<file path="config.mk">
export PLATFORM = sky130hd
export DESIGN_NAME = etx_arbiter
export DESIGN_NICKNAME = d
export VERILOG_FILES = /design/src/rtl/etx_arbiter.sv
export SDC_FILE = /design/constraint.sdc
export NUM_CORES = 1
export LEC_CHECK = 0
export CELL_PAD_IN_SITES_DETAIL_PLACEMENT = 0
export CELL_PAD_IN_SITES_GLOBAL_PLACEMENT = 1
export CORE_MARGIN = 8
export CORE_UTILIZATION = 30
export DETAILED_ROUTE_END_ITERATION = 8
export GPL_TIMING_DRIVEN = 1
export HOLD_SLACK_MARGIN = 0.02
export PLACE_DENSITY_LB_ADDON = 0.1
export SLEW_MARGIN = 20
export SYNTH_ARGS = -nofsm -noshare
export SYNTH_HDL_FRONTEND = slang
export SYNTH_SLANG_ARGS = --single-unit
export TNS_END_PERCENT = 10
</file>
<file path="constraint.sdc">
create_clock -name clk -period 4.2 [get_ports clk]
set_input_delay 0.63 -clock clk [delete_from_list [all_inputs] [get_ports clk]]
set_output_delay 0.63 -clock clk [all_outputs]
set_load 0.005 [all_outputs]
</file>
<file path="src/rtl/etx_arbiter.sv">
// etx_arbiter: transmit-side arbiter of the elink.
// Merges the write, read-request and read-response FIFO outputs into one
// registered packet stream toward the TX IO serializer. Read responses win,
// reads and writes alternate round-robin, and sequential double-word write
// bursts are held together on the link by a two-state lock.
module etx_arbiter #(
   parameter int PW       = 104,
   parameter int MAXBURST = 16
) (
   input  logic          clk,
   input  logic          nreset,
   input  logic          txwr_access,
   input  logic [PW-1:0] txwr_packet,
   output logic          txwr_wait,
   input  logic          txrd_access,
   input  logic [PW-1:0] txrd_packet,
   output logic          txrd_wait,
   input  logic          txrr_access,
   input  logic [PW-1:0] txrr_packet,
   output logic          txrr_wait,
   input  logic          etx_rd_wait,
   input  logic          etx_wr_wait,
   output logic          etx_access,
   output logic [PW-1:0] etx_packet,
   output logic          etx_burst
);

   // Lock FSM encoding.
   localparam logic [0:0] ST_IDLE  = 1'b0;
   localparam logic [0:0] ST_BURST = 1'b1;

   // Burst counter must hold the value MAXBURST itself.
   localparam int CW = $clog2(MAXBURST + 1);
   localparam logic [CW-1:0] CNT_MAX = CW'(MAXBURST);
   localparam logic [CW-1:0] CNT_ONE = CW'(1);

   // Registered state.
   logic [0:0]    state_r;
   logic [31:0]   last_addr_r;
   logic [CW-1:0] cnt_r;
   logic          rr_ptr_r;
   logic          etx_access_r;
   logic [PW-1:0] etx_packet_r;

   // Combinational decisions for the current cycle.
   logic          stall_s;
   logic          wr_double_s;
   logic          wr_seq_s;
   logic          burst_cont_s;
   logic          grant_wr_s;
   logic          grant_rd_s;
   logic          grant_rr_s;
   logic          grant_any_s;
   logic [PW-1:0] sel_packet_s;
   logic [0:0]    state_nxt_s;
   logic [31:0]   last_addr_nxt_s;
   logic [CW-1:0] cnt_nxt_s;

   // A held output packet stalls only against the IO wait of its own class.
   assign stall_s = etx_access_r & (etx_packet_r[0] ? etx_wr_wait : etx_rd_wait);

   // Double-word write at the next sequential address keeps the burst alive.
   assign wr_double_s  = (txwr_packet[2:1] == 2'b11);
   assign wr_seq_s     = (txwr_packet[39:8] == (last_addr_r + 32'd8));
   assign burst_cont_s = (state_r == ST_BURST) & txwr_access & wr_double_s &
                         wr_seq_s & (cnt_r < CNT_MAX);

   // Grant selection: burst lock first, then rr, then the round-robin pair.
   always_comb begin
      grant_wr_s = 1'b0;
      grant_rd_s = 1'b0;
      grant_rr_s = 1'b0;
      if (!nreset || stall_s) begin
         grant_wr_s = 1'b0;
      end else if (burst_cont_s) begin
         grant_wr_s = 1'b1;
      end else if (txrr_access) begin
         grant_rr_s = 1'b1;
      end else if (txrd_access && txwr_access) begin
         if (rr_ptr_r) begin
            grant_rd_s = 1'b1;
         end else begin
            grant_wr_s = 1'b1;
         end
      end else if (txrd_access) begin
         grant_rd_s = 1'b1;
      end else if (txwr_access) begin
         grant_wr_s = 1'b1;
      end else begin
         grant_wr_s = 1'b0;
      end
   end

   assign grant_any_s = grant_wr_s | grant_rd_s | grant_rr_s;

   // Every source is stalled unless it holds the grant this cycle.
   assign txwr_wait = ~grant_wr_s;
   assign txrd_wait = ~grant_rd_s;
   assign txrr_wait = ~grant_rr_s;

   // Route the granted source's packet toward the output register.
   always_comb begin
      sel_packet_s = txwr_packet;
      if (grant_rr_s) begin
         sel_packet_s = txrr_packet;
      end else if (grant_rd_s) begin
         sel_packet_s = txrd_packet;
      end else begin
         sel_packet_s = txwr_packet;
      end
   end

   // Lock FSM next state: continue, open a fresh burst, or fall back to idle.
   always_comb begin
      state_nxt_s     = state_r;
      last_addr_nxt_s = last_addr_r;
      cnt_nxt_s       = cnt_r;
      if (stall_s) begin
         state_nxt_s = state_r;
      end else if (burst_cont_s) begin
         state_nxt_s     = ST_BURST;
         last_addr_nxt_s = txwr_packet[39:8];
         cnt_nxt_s       = cnt_r + CNT_ONE;
      end else if (grant_wr_s && wr_double_s) begin
         // The lock ended (or was idle) and a double write won normal
         // arbitration: it opens a new burst.
         state_nxt_s     = ST_BURST;
         last_addr_nxt_s = txwr_packet[39:8];
         cnt_nxt_s       = CNT_ONE;
      end else begin
         state_nxt_s = ST_IDLE;
         cnt_nxt_s   = '0;
      end
   end

   // Lock FSM, burst address tracker and burst counter.
   always_ff @(posedge clk or negedge nreset) begin
      if (!nreset) begin
         state_r     <= ST_IDLE;
         last_addr_r <= 32'd0;
         cnt_r       <= '0;
      end else begin
         state_r     <= state_nxt_s;
         last_addr_r <= last_addr_nxt_s;
         cnt_r       <= cnt_nxt_s;
      end
   end

   // Round-robin pointer moves away from whichever of rd/wr was just served.
   always_ff @(posedge clk or negedge nreset) begin
      if (!nreset) begin
         rr_ptr_r <= 1'b0;
      end else if (grant_rd_s) begin
         rr_ptr_r <= 1'b0;
      end else if (grant_wr_s) begin
         rr_ptr_r <= 1'b1;
      end
   end

   // Output register: loads when not stalled, holds otherwise.
   always_ff @(posedge clk or negedge nreset) begin
      if (!nreset) begin
         etx_access_r <= 1'b0;
         etx_packet_r <= '0;
      end else if (!stall_s) begin
         etx_access_r <= grant_any_s;
         if (grant_any_s) begin
            etx_packet_r <= sel_packet_s;
         end
      end
   end

   assign etx_access = etx_access_r;
   assign etx_packet = etx_packet_r;
   assign etx_burst  = state_r;

endmodule

</file>
**After elaboration in Yosys (flattened, before gate mapping)**

Index checks and enable logic that the tools add are counted.
W data, S select, Z words.

- Input port bits: 319
- Register bits: 144
- Bits in latches: 0
- Bits in read-only memories: 0
- Memories: 0
- Bits in writable memories: 0
- Output and inout bits: 109
- Word-level logic and storage cells: 57

- Shift operators: 0
- Bitwise gates (word level): 11
- Multiplexer cells: 27
- Div/mod/pow operators: 0
- Eq/ne operators: 2
- $lt $le $gt $ge: 1
- Reduce and logical (&&, ||, !) cells: 8
- Add/subtract/negate cells: 2
- Multiply operators: 0

Operators by type and width:

| operator | number |
|---|---|
| $mux W104 | 2 |
| $mux W32 | 2 |
| $add A32 B4 Y32 const B | 1 |
| $eq A32 B32 Y1 | 1 |
| $mux W1 | 22 |
| $add A5 B1 Y5 const B | 1 |
| $and A1 B1 Y1 | 5 |
| $lt A5 B5 Y1 const B | 1 |
| $mux W5 | 1 |
| $not A1 Y1 | 4 |
| $reduce_and A2 Y1 | 2 |
| $reduce_bool A2 Y1 | 2 |
| $eq A2 B2 Y1 const B | 1 |
| $logic_and A1 B1 Y1 | 2 |
| $or A1 B1 Y1 | 2 |
| $logic_not A1 Y1 | 1 |
| $logic_or A1 B1 Y1 | 1 |

**Longest topological paths before layout**

Gate-level depths: netlist (run 1).

- Depth in word-level cells: 9
- Gate-level depth with buffers: 13
- Depth with buffers taken out: 9

**Worst setup path after synthesis (run 1)**

Ideal clock, no wire load.

- Path type: reg-to-output
- Start point: reg last_addr_r[8]
- End point: out txwr_wait
- Data arrival time: 2928 ps
- Buffers on the path: 5
- Cell stages (with the launch flop): 13
- Slack: 642 ps
- Data required time: 3570 ps
- Path through: dfrtp_1 clkbuf_1 nand4_1 clkbuf_1 nor3_1 mux2_2 a31o_2 a211o_1 clkbuf_1 o31a_1 buf_6 buf_6 nand2b_1

- Word-level cells in the longest chain between the ends: 7

Ends and longest elaborated chain:

| item | line | RTL |
|---|---|---|
| start: declaration | 39 | `logic [31:0] last_addr_r;` |
| start signal: assignment | 144 | `last_addr_r <= last_addr_nxt_s;` |
| $add A32 B4 Y32 | 64 | `assign wr_seq_s = (txwr_packet[39:8] == (last_addr_r + 32'd8));` |
| $eq A32 B32 Y1 | 64 |  |
| $and A1 B1 Y1 | 65 | `assign burst_cont_s = (state_r == ST_BURST) & txwr_access & wr_double_s &` |
| $and A1 B1 Y1 | 66 | `wr_seq_s & (cnt_r < CNT_MAX);` |
| $mux W1 | 75 | `end else if (burst_cont_s) begin` |
| $mux W1 | 73 | `if (!nreset \|\| stall_s) begin` |
| $not A1 Y1 | 97 | `assign txwr_wait = ~grant_wr_s;` |
| end: declaration | 14 | `output logic txwr_wait,` |

Every way passes these cells.

**Worst setup path after layout (run 1)**

- Start point: reg last_addr_r[7]
- End point: out txrr_wait

- Word-level cells in the longest chain between the ends: 7

Ends and longest elaborated chain:

| item | line | RTL |
|---|---|---|
| $add A32 B4 Y32 | 64 |  |
| $eq A32 B32 Y1 | 64 |  |
| $and A1 B1 Y1 | 65 |  |
| $and A1 B1 Y1 | 66 |  |
| $mux W1 | 75 |  |
| $mux W1 | 73 |  |
| $not A1 Y1 | 99 | `assign txrr_wait = ~grant_rr_s;` |
| end: declaration | 20 | `output logic txrr_wait,` |

Every way passes these cells.

==> results of run 1 <==
[cell usage after synthesis (3+ instances only)]
cell	n	area, µm²
sky130_fd_sc_hd__nand2_1	194	728
sky130_fd_sc_hd__dfrtp_1	144	3600
sky130_fd_sc_hd__o21ai_0	112	561
sky130_fd_sc_hd__o22ai_1	107	669
sky130_fd_sc_hd__o32a_1	102	1020
sky130_fd_sc_hd__clkbuf_1	87	327
sky130_fd_sc_hd__o41ai_1	32	280
sky130_fd_sc_hd__a31o_2	26	228
sky130_fd_sc_hd__xnor2_1	23	201
sky130_fd_sc_hd__nor3_1	15	75.1
sky130_fd_sc_hd__xor2_1	15	131
sky130_fd_sc_hd__nor2_1	14	52.6
sky130_fd_sc_hd__buf_2	13	65.1
sky130_fd_sc_hd__buf_1	12	45.0
sky130_fd_sc_hd__nand4_1	12	75.1
sky130_fd_sc_hd__nand3_1	9	45.0
sky130_fd_sc_hd__nor4_1	9	56.3
sky130_fd_sc_hd__a21oi_1	8	40.0
sky130_fd_sc_hd__buf_6	8	90.1
sky130_fd_sc_hd__a31o_1	7	61.3
sky130_fd_sc_hd__nand2b_1	5	31.3
sky130_fd_sc_hd__or3_1	5	31.3
sky130_fd_sc_hd__and3_1	4	25.0
sky130_fd_sc_hd__a211o_1	3	26.3
sky130_fd_sc_hd__a211oi_1	3	22.5
sky130_fd_sc_hd__mux2_2	3	33.8
sky130_fd_sc_hd__nand4b_1	3	26.3
sky130_fd_sc_hd__nor4_2	3	37.5
sky130_fd_sc_hd__nor4bb_1	3	30.0
sky130_fd_sc_hd__o2111ai_1	3	26.3
sky130_fd_sc_hd__or4_1	3	22.5
[per-stage QoR]
step	setup TNS [ps]	hold slack, ps	cell area (µm²)	total power [W]	std cells
finish	0	80.2	14500	0.00644	1820
global route	-5.57	95.7	14500	0.00684	1820
CTS	-135	90.5	14400	0.00649	1809
detailed placement	-6.32	521	13700	0.00486	1777
global placement	0	502	13700	0.00483	1777
floorplan	0	334	8980	0.00331	1023
[sequential cells by signal, indices dropped and copies added, names as in the netlist]
register and flops:
cnt_r 5, rr_ptr_r 1, last_addr_r 32, etx_packet 104, etx_access 1, etx_burst 1
[area by class of cell]
class	instances	share of cell area [%]
antenna	6	0.103
clock inverter	12	1.02
multi-input combinational	757	34.5
tap	390	3.36
inverter	2	0.0516
clock buffer	20	3.14
sequential	144	24.8
timing repair buffer	489	33.0
[per-layer routing]
layer  GRT usage (%)  up-vias  part of all wire, %
li1                -     4763                    -
met5               0        -                    0
met1            28.7     4902                   41
met2            40.3      344                   50
met3            6.25       48                  7.4
met4            8.30        0                  2.3
[worst paths after layout]
path,endpoint,startpoint
min in group clk,cnt_r[1],cnt_r[1]
min,etx_packet[16],nreset
max in group asynchronous,etx_packet[2],nreset
max,txrr_wait,last_addr_r[7]
max reg2reg,etx_packet[60],last_addr_r[15]
min reg2reg,cnt_r[1],cnt_r[1]
[kinds of logic after synthesis]
| family | synth area share (%) |
|---|---|
| compound gates | 33.9 |
| simple gates | 15.6 |
| flops | 40.1 |
| buf+inv | 5.95 |
| xor+xnor | 3.71 |
| mux | 0.488 |
| fa+ha+maj | 0.279 |
[what timing repair did]
action / in CTS / in global routing
hold buffers: 0 / 0
pin swaps: 1 / 6
setup endpoints to repair: 3 / 3
buffers inserted: 0 / 4
gates resized for setup: 5 / 19
[power by group through the flow]
stage / clock (W) / sequential, W / combinational [W]
4_1_cts: 0.00165 / 0.00212 / 0.00272
5_1_grt: 0.00170 / 0.00219 / 0.00296
6_report: 0.00160 / 0.00212 / 0.00272
3_3_place_gp: 0 / 0.00213 / 0.00270
2_1_floorplan: 0 / 0.00212 / 0.00119
3_5_place_dp: 0 / 0.00215 / 0.00271
[critical path: cells and delay by family, from the launching register on]
family / cells / cell delay, ps
flip-flops: 1 / 360
AO/OA/AOI/OAI: 2 / 360
AND/OR/NAND/NOR: 6 / 1540
buffers and inverters: 2 / 780
==> PnR_summary.wiki, run 1 <==
{| class="wikitable"
! Metric !! Value
|-
| Status || finished, final reports clean
|-
| Net switching fraction of the power || 34.1%
|-
| First-pass GRT wire length || 65100 µm
|-
| Remaining antenna violation count after routing || 0
|-
| Hpwl dp || 32600 µm
|-
| Synthesized Nets || 1344
|-
| Top fanout value on the critical path || 10
|-
| Area of the multi-input gates || 5020 µm²
|-
| Worst EP required || 3570 ps
|-
| Number of enable flip-flop cells after synthesis || 0
|-
| Global router's overall resource usage || 23.8%
|-
| Leakage power || 5.56 nW
|-
| Number of ports placed on the die boundary || 428
|-
| Largest net degree at the start of global routing || 131
|-
| Worst Hold Class || in2async
|-
| Slack of the critical path || 95.3 ps
|-
| Number of antenna violations at the first check in global routing || 7
|-
| Post-CTS clock slew at the launch and capture registers of the worst setup and hold paths || 70 ps
|-
| Pre-antenna DRT Iters || 5
|-
| Sw Pwr || 0.00220 W
|-
| Critical Setup Path Class || reg2out
|-
| Commonest cells after routing, fill and taps aside || sky130_fd_sc_hd__clkdlybuf4s50_1 (425), sky130_fd_sc_hd__nand2_1 (192), sky130_fd_sc_hd__dfrtp_1 (141)
|-
| Number of unique standard cell types used by synthesis || 55
|-
| Share of synthesized flip-flops with an asynchronous set or reset || 100%
|-
| Net count, final || 1732
|-
| Fin crit share || 97.7%
|-
| Area growth syn-to-layout || 61.9%
|-
| Average cell area after synthesis || 8.78 µm²
|-
| Remaining global-route overflow || 0
|-
| Proportion of power drawn by combinational gates || 42.2%
|-
| Max-slew violation count || 0
|-
| Effective utilization at floorplan || 30.4%
|-
| Startpoint type of the worst setup path || flop
|-
| Placement Setup Slack || -6.32 ps
|-
| Core occupancy in the finished layout || 49.2%
|-
| Gate count of the mapped netlist || 1023
|-
| Starting DRC count in detailed routing || 693
|-
| Fraction of final layout cells sized beyond drive strength 1 || 11.0%
|-
| Cell Int Power || 0.00424 W
|-
| Max IR drop VDD || 0.000195 V
|-
| Number of global-route vias before repair || 9989
|-
| Slew of the pin with the lowest slew margin || 1050 ps
|-
| # setup viols final || 0
|-
| Part of the Yosys area used for sequential elements || 40.1%
|-
| Power density over the cells || 443 nW/µm²
|-
| Critical path capture point type || output port
|-
| FF+latch area || 3610 µm²
|-
| Post-Syn Area || 8980 µm²
|-
| Seq cells post-synth || 144
|-
| Number of failing hold endpoints at the final stage || 0
|-
| Series of cell instances along the critical path || nand4_1 > buf_4 > nor4_2 > and3_1 > a211oi_1 > o22ai_1 > nand4b_1 > or3_4 > nand3_1 > clkdlybuf4s50_1
|-
| Routed len/inst || 24.3 µm
|-
| Count of cells along the worst register-to-register path || 11
|-
| Setup slack of the worst register-to-register path || 270 ps
|-
| FMAX || 0.244 GHz
|-
| Height of the die || 189 µm
|-
| Global placer's final weighted congestion || 0.839
|-
| Standard-cell rows || 63
|-
| Maximum Capacitance Violations || 0
|-
| Vias per cell || 5.53
|-
| Library cell used as clock root buffer || sky130_fd_sc_hd__clkbuf_16
|-
| Overall die width || 189 µm
|-
| CP max-delay cell || sky130_fd_sc_hd__clkdlybuf4s50_1
|-
| Data arrival time of the critical path || 3470 ps
|-
| Maximum clock path buffer count || 2
|-
| Source-to-sink clock delay at the later pin of the worst-skew pair || 430 ps
|-
| Min Tclk post-route || 4100 ps
|-
| Max-slew headroom at the worst pin || 30.1%
|-
| Quantity of I/O buffers inserted on ports || 427
|-
| CTS tree || built
|-
| Flip-flop cell with the highest count after synthesis || sky130_fd_sc_hd__dfrtp_1
|-
| Power share of the sequential group || 33.0%
|-
| Leading cell type in the layout, fill and taps excluded || sky130_fd_sc_hd__clkdlybuf4s50_1
|-
| Wire length reported by the detailed router || 44200 µm
|-
| Number of design rule violations left after detail routing || 0
|-
| Clk_skew || 17.3 ps
|-
| Filler cell count in the final layout || 2798
|-
| Total clock sinks || 144
|-
| Delay of the slowest cell on the worst path || 510 ps
|-
| Vias post-DR || 10100
|-
| Total die area || 35700 µm²
|-
| Floorplan Core Area || 29600 µm²
|-
| TritonCTS buffer count || 17
|-
| Clock network power share || 24.8%
|-
| Synthesis Warnings || 0
|-
| H-tree levels || 4
|}
Note: power is estimated with default switching activity, not from simulation.
==> inputs of run 2 (changes only) <==
CELL_PAD_IN_SITES_DETAIL_PLACEMENT = unset   (was 0)
CELL_PAD_IN_SITES_GLOBAL_PLACEMENT = unset   (was 1)
CORE_AREA = 8 8 160 162   (was unset)
CORE_MARGIN = unset   (was 8)
CORE_UTILIZATION = unset   (was 30)
DIE_AREA = 0 0 168 170   (was unset)
HOLD_SLACK_MARGIN = unset   (was 0.02)
==> run 2 against run 1 <==
Effect of this change:
- non-clock buffer count grew 4
- first-iteration DRC count up 14%
- global-route usage grew 4.1 points
- maximum frequency is 0.41% higher
- sequential share of layout area rose by 0.23 points
- critical path type unchanged
==> PnR_summary.wiki, run 2 (synthesis gave the netlist of run 1 again) <==
{| class="wikitable"
! Metric !! Value
|-
| Vias per cell || 5.86 (+6.0%)
|-
| Number of global-route vias before repair || 9690 (-3.0%)
|-
| Number of design rule violations left after detail routing || 0 (unchanged)
|-
| Busiest layer in global routing || met2
|-
| Worst EP required || 3570 ps (about the same)
|-
| Min Tclk post-route || 4090 ps (-16.7 ps)
|-
| Fraction of final layout cells sized beyond drive strength 1 || 11.3% (+0.25 points)
|-
| Power share of the sequential group || 34.2% (+1.2 points)
|-
| Worst Hold Class || in2async
|-
| Overall die width || 168 µm (-11%)
|-
| Effective utilization at floorplan || 38.9% (+8.6 points)
|-
| Placement Setup Slack || 8.12 ps (+14.4 ps)
|-
| Fin crit share || 97.3% (-0.40 points)
|-
| Critical Setup Path Class || reg2out
|-
| Sw Pwr || 0.00213 W (-3.0%)
|-
| Leading cell type in the layout, fill and taps excluded || sky130_fd_sc_hd__clkdlybuf4s50_1
|-
| Leakage power || 5.55 nW (about the same)
|-
| Source-to-sink clock delay at the later pin of the worst-skew pair || 430 ps (about the same)
|-
| TritonCTS buffer count || 17 (unchanged)
|-
| Hpwl dp || 30300 µm (-7.0%)
|-
| CTS tree || built
|-
| Max reg flops || 104 (unchanged)
|-
| Slew of the pin with the lowest slew margin || 959 ps (-89.1 ps)
|-
| Global placer's final weighted congestion || 0.898 (+7.0%)
|-
| Count of cells along the worst register-to-register path || 10 (-1)
|-
| Pre-antenna DRT Iters || 5 (unchanged)
|-
| Clock network power share || 23.3% (-1.5 points)
|-
| Quantity of I/O buffers inserted on ports || 427 (unchanged)
|-
| Wire length reported by the detailed router || 41700 µm (-5.7%)
|-
| Remaining global-route overflow || 0 (unchanged)
|-
| Commonest cells after routing, fill and taps aside || sky130_fd_sc_hd__clkdlybuf4s50_1 (423), sky130_fd_sc_hd__nand2_1 (192), sky130_fd_sc_hd__dfrtp_1 (139)
|-
| Area growth syn-to-layout || 60.5%
|-
| Status || finished, final reports clean
|-
| Total clock sinks || 144 (unchanged)
|-
| Routed len/inst || 24.1 µm (-0.70%)
|-
| M3 GR Usage || 6.65% (+0.40 points)
|-
| Setup slack of the worst register-to-register path || 400 ps (+130 ps)
|-
| FMAX || 0.245 GHz (+0.41%)
|-
| Total Power Consumption || 0.00628 W (-2.6%)
|-
| Standard-cell rows || 56 (-11%)
|-
| # setup viols final || 0 (unchanged)
|-
| Maximum clock path buffer count || 2 (unchanged)
|-
| Data arrival time of the critical path || 3460 ps (about the same)
|-
| Max-slew violation count || 0 (unchanged)
|-
| Vias post-DR || 10100 (+0.74%)
|-
| Total die area || 28600 µm² (-20%)
|-
| Endpoint of the worst-slack reg-to-reg timing path || etx_packet[40]
|-
| Clk_skew || 11.9 ps (-5.42 ps)
|-
| Number of antenna violations at the first check in global routing || 10 (+3)
|-
| First-pass GRT wire length || 61500 µm (-5.6%)
|-
| Net switching fraction of the power || 34.0% (-0.16 points)
|-
| Floorplan Core Area || 23100 µm² (-22%)
|-
| Global router's overall resource usage || 27.9% (+4.1 points)
|-
| Startpoint type of the worst setup path || flop
|-
| Number of failing hold endpoints at the final stage || 0 (unchanged)
|-
| Remaining antenna violation count after routing || 0 (unchanged)
|-
| GRT met1 Usage || 35.2% (+6.5 points)
|-
| Largest net degree at the start of global routing || 198 (+51%)
|-
| Cell Int Power || 0.00414 W (-2.3%)
|-
| Height of the die || 170 µm (-10%)
|-
| Max-slew headroom at the worst pin || 36.1% (+5.9 points)
|-
| Slack of the critical path || 112 ps (+16.7 ps)
|-
| Setup TNS || 0 ps (unchanged)
|-
| Met2 track demand over resource || 45.8% (+5.5 points)
|-
| Post-CTS clock slew at the launch and capture registers of the worst setup and hold paths || 60 ps (about the same)
|-
| Net count, final || 1736 (+0.23%)
|-
| Proportion of power drawn by combinational gates || 42.5% (+0.3 points)
|-
| Library cell used as clock root buffer || sky130_fd_sc_hd__clkbuf_16
|-
| H-tree levels || 4 (unchanged)
|-
| Top fanout value on the critical path || 8 (-2)
|-
| Start of the worst register-to-register path || last_addr_r[15]
|-
| Starting DRC count in detailed routing || 792 (+14%)
|-
| Power density over the cells || 435 nW/µm² (-1.7%)
|-
| Number of ports placed on the die boundary || 428 (unchanged)
|-
| Number of buffers inserted by hold repair at cts || 0 (unchanged)
|-
| Critical path capture point type || output port
|-
| Maximum Capacitance Violations || 0 (unchanged)
|-
| Max IR drop VDD || 0.000356 V (+83%)
|}
[run 2: cell count changes in the layout (fill, tap and decap cells not counted), sizes merged, moves of 2 or more]
cell           delta
inv               -4
clkinv            +2
buf               +4
clkdlybuf4s50     -2
clkinvlp          +2
diode             +5
[run 2: area by class of cell]
class                           instances  area, µm²
Antenna cell                           11       27.5
Clock buffer                           21        450
Clock inverter                         11        109
Fill cell                            1993       8640
Inverter                                2       7.51
Multi-Input combinational cell        757       5020
Sequential cell                       144       3610
Tap cell                              290        363
Timing Repair Buffer                  493       4820
[run 2: worst max path at each step]
stage,from,endpoint,slack [ps],depth (start not counted)
2_1_floorplan,last_addr_r[8],txwr_wait,640,12
3_3_place_gp,txwr_packet[38],txrr_wait,30,9
3_5_place_dp,txwr_packet[38],txrr_wait,8,9
4_1_cts,last_addr_r[9],txrd_wait,-30,9
5_1_grt,last_addr_r[9],txwr_wait,-70,12
6_report,last_addr_r[9],txwr_wait,110,12
[run 2: repair_timing]
| item | CTS | global route |
|---|---|---|
| pin swaps | 2 | 7 |
| setup endpoints to repair | 3 | 3 |
| setup buffers | 3 | 6 |
| resized for setup | 8 | 21 |
[run 2: stage by stage]
step	hold slack (ps)	std cells	utilization, %	instance area, µm²
CTS	93.1	1712	61.7	14200
finish	93.3	1729	62.5	14400
global route	101	1728	62.5	14400
floorplan	334	1023	-	8980
detailed placement	504	1677	59.1	13600
global placement	496	1677	59.1	13600
[run 2: critical path, cell delays in order, from the launching register on]
cell and delay, ps:
sky130_fd_sc_hd__dfrtp_1 370, sky130_fd_sc_hd__nand4_1 210, sky130_fd_sc_hd__buf_4 210, sky130_fd_sc_hd__buf_4 170, sky130_fd_sc_hd__nor4_2 330, sky130_fd_sc_hd__and3_1 200, sky130_fd_sc_hd__a211oi_1 70, sky130_fd_sc_hd__o22ai_1 240
sky130_fd_sc_hd__nand4b_1 220, sky130_fd_sc_hd__buf_4 190, sky130_fd_sc_hd__o31a_2 330, sky130_fd_sc_hd__nand2b_1 150, sky130_fd_sc_hd__dlygate4sd2_1 320
[run 2: power by group through the flow]
| stage | registers (W) | clock network [W] | logic [W] |
|---|---|---|---|
| after floorplan | 0.00212 | 0 | 0.00119 |
| after global placement | 0.00213 | 0 | 0.00261 |
| after detailed placement | 0.00216 | 0 | 0.00264 |
| after CTS | 0.00214 | 0.00149 | 0.00265 |
| after global routing | 0.00220 | 0.00154 | 0.00288 |
| final | 0.00215 | 0.00146 | 0.00267 |
[run 2: per-layer routing]
| metal | routed length (µm) | part of all wire, % |
|---|---|---|
| met1 | 17000 | 41 |
| met2 | 20900 | 50 |
| met3 | 2840 | 6.8 |
| met4 | 929 | 2.2 |
| met5 | 0 | 0 |
==> inputs of run 3 (changes only) <==
clock period = 4.6 ns   (was 4.2 ns; I/O delays follow)
==> run 3 against run 2 <==
Effect of this change:
- critical path depth fell by 3
- highest routed layer unchanged
- sequential share of layout area rose by 0.62 points
- non-clock buffer count fell by 40
- total power fell by 5.8%
- final cell count fell by 2.8%
==> PnR_summary.wiki, run 3 (synthesis gave the netlist of run 1 again) <==
{| class="wikitable"
! Metric !! Value
|-
| Wire length reported by the detailed router || 41000 µm (-1.7%)
|-
| Starting DRC count in detailed routing || 706 (-11%)
|-
| Max-slew violation count || 0 (unchanged)
|-
| Vias per cell || 5.93 (+1.2%)
|-
| Maximum clock path buffer count || 2 (unchanged)
|-
| Max reg flops || 104 (unchanged)
|-
| Number of antenna violations at the first check in global routing || 2 (-8)
|-
| Area of the multi-input gates || 4920 µm² (-2.1%)
|-
| Count of cells along the worst register-to-register path || 11 (+1)
|-
| Standard-cell rows || 56 (unchanged)
|-
| Number of ports placed on the die boundary || 428 (unchanged)
|-
| # setup viols final || 0 (unchanged)
|-
| Quantity of I/O buffers inserted on ports || 427 (unchanged)
|-
| Fraction of final layout cells sized beyond drive strength 1 || 7.78% (-3.5 points)
|-
| Status || finished, final reports clean
|-
| Global placer's final weighted congestion || 0.876 (-2.5%)
|-
| Maximum Capacitance Violations || 0 (unchanged)
|-
| Source-to-sink clock delay at the later pin of the worst-skew pair || 420 ps (about the same)
|-
| Routed len/inst || 24.4 µm (+1.2%)
|-
| Global router's overall resource usage || 27.4% (-0.53 points)
|-
| Vias post-DR || 9960 (-1.7%)
|-
| Pre-antenna DRT Iters || 5 (unchanged)
|-
| Minimum hold slack || 179 ps (+85.5 ps)
|-
| Leading cell type in the layout, fill and taps excluded || sky130_fd_sc_hd__clkdlybuf4s50_1
|-
| Overall die width || 168 µm (unchanged)
|-
| TritonCTS buffer count || 17 (unchanged)
|-
| Data arrival time of the critical path || 3780 ps (+320 ps)
|-
| Startpoint type of the worst setup path || flop
|-
| CTS tree || built
|-
| H-tree levels || 4 (unchanged)
|-
| Number of global-route vias before repair || 9376 (-3.2%)
|-
| FF+latch area || 3610 µm² (unchanged)
|-
| Library cell used as clock root buffer || sky130_fd_sc_hd__clkbuf_16
|-
| Max-slew headroom at the worst pin || 24.6% (-11 points)
|-
| Total clock sinks || 144 (unchanged)
|-
| Filler cell count in the final layout || 2081 (+4.4%)
|-
| Power density over the cells || 420 nW/µm² (-3.5%)
|-
| Slew of the pin with the lowest slew margin || 1130 ps (+172 ps)
|-
| Worst Hold Class || in2async
|-
| First-pass GRT wire length || 60600 µm (-1.3%)
|-
| Max IR drop VDD || 0.000226 V (-37%)
|-
| Effective utilization at floorplan || 38.9% (unchanged)
|-
| Commonest cells after routing, fill and taps aside || sky130_fd_sc_hd__clkdlybuf4s50_1 (426), sky130_fd_sc_hd__nand2_1 (192), sky130_fd_sc_hd__dfrtp_1 (139)
|-
| Min Tclk post-route || 4470 ps
|-
| Setup repair after global routing missed its margin || false
|-
| Net count, final || 1696 (-2.3%)
|-
| Largest net degree at the start of global routing || 193 (-2.5%)
|-
| Critical Setup Path Class || reg2out
|-
| Setup slack of the worst register-to-register path || 720 ps (+320 ps)
|-
| Remaining global-route overflow || 0 (unchanged)
|-
| Worst EP required || 3910 ps (+340 ps)
|-
| Clk_skew || 11.7 ps (-0.188 ps)
|-
| Leakage power || 5.36 nW (-3.5%)
|-
| Height of the die || 170 µm (unchanged)
|-
| Fin crit share || 97.2%
|-
| Total die area || 28600 µm² (unchanged)
|-
| Number of failing hold endpoints at the final stage || 0 (unchanged)
|-
| Setup TNS || 0 ps (unchanged)
|-
| Post-CTS clock slew at the launch and capture registers of the worst setup and hold paths || 60 ps (about the same)
|-
| Endpoint of the worst-slack reg-to-reg timing path || etx_packet[91]
|-
| Critical path capture point type || output port
|-
| Remaining antenna violation count after routing || 0 (unchanged)
|-
| Number of design rule violations left after detail routing || 0 (unchanged)
|-
| FMAX || 0.224 GHz
|-
| Floorplan Core Area || 23100 µm² (unchanged)
|-
| Start of the worst register-to-register path || last_addr_r[3]
|-
| Hpwl dp || 30000 µm (-1.1%)
|-
| Top fanout value on the critical path || 9 (+1)
|-
| Area growth syn-to-layout || 56.7%
|}
run 3: cell count changes in the layout (fill, tap and decap cells not counted), sizes merged:
| cell | change |
|---|---|
| dlygate4sd2 | -2 |
| dlymetal6s2s | -1 |
| clkdlybuf4s50 | +3 |
| buf | -40 |
| clkbuf | -1 |
| clkinv | -3 |
| clkinvlp | -2 |
| inv | +1 |
| bufinv | +5 |
| diode | -9 |
run 3: power breakdown:
group	internal (W)	switching (W)
sequential	0.00166	0.000316
clock	0.00102	0.000567
combinational	0.00131	0.00103
total	0.00400	0.00191
run 3: cell type report:
cell class	count	share of cell area, %
antenna	2	0.0356
timing repair buffer	453	32.0
clock inverter	12	1.64
sequential	144	25.7
clock buffer	20	3.10
inverter	2	0.0534
multi-input combinational	757	35.0
tap	290	2.58
run 3: through the flow:
stage	setup WS (ps)	cell area (µm²)	instances	power (W)	utilization, %
2_1_floorplan	982	8980	1023	0.00302	-
3_3_place_gp	182	13400	1646	0.00428	58.0
3_5_place_dp	149	13400	1646	0.00433	58.0
4_1_cts	49.7	14000	1678	0.00594	60.9
5_1_grt	9.39	14100	1680	0.00624	61.0
6_report	127	14100	1680	0.00591	61.0
run 3: timing repair:
action | in CTS | in global routing
gates cloned | 0 | 0
setup buffers | 0 | 0
gates resized for setup | 1 | 8
endpoints found under the setup margin | 1 | 2
hold buffers | 0 | 0
run 3: worst max-delay path by stage:
| stage | from | endpoint | slack, ps |
|---|---|---|---|
| 5_1_grt | last_addr_r[7] | txrr_wait | 9 |
| 3_3_place_gp | txwr_packet[38] | txrr_wait | 180 |
| 6_report | last_addr_r[11] | txrr_wait | 130 |
| 2_1_floorplan | last_addr_r[8] | txwr_wait | 980 |
| 4_1_cts | last_addr_r[11] | txrr_wait | 50 |
| 3_5_place_dp | txwr_packet[38] | txrr_wait | 150 |
run 3: worst max-delay path, cell delays in order, from the launching register on:
cell                              delay, ps
sky130_fd_sc_hd__dfrtp_2                470
sky130_fd_sc_hd__nand4_4                190
sky130_fd_sc_hd__or4_4                  640
sky130_fd_sc_hd__nor4_2                 300
sky130_fd_sc_hd__xnor2_1                150
sky130_fd_sc_hd__nor3_1                 210
sky130_fd_sc_hd__nand4b_1               220
sky130_fd_sc_hd__or3_4                  490
sky130_fd_sc_hd__nand3_1                110
sky130_fd_sc_hd__clkdlybuf4s50_1        590
run 3: routing by layer:
| metal | GRT usage, % | wire [µm] | vias to the layer above | share of wire (%) |
|---|---|---|---|---|
| met5 | 0 | 0 | - | 0 |
| met4 | 5.86 | 503 | 0 | 1.2 |
| met3 | 4.91 | 2070 | 35 | 5.0 |
| met2 | 47.9 | 21100 | 314 | 51 |
| met1 | 34.8 | 17300 | 4927 | 42 |
| li1 | - | - | 4684 | - |
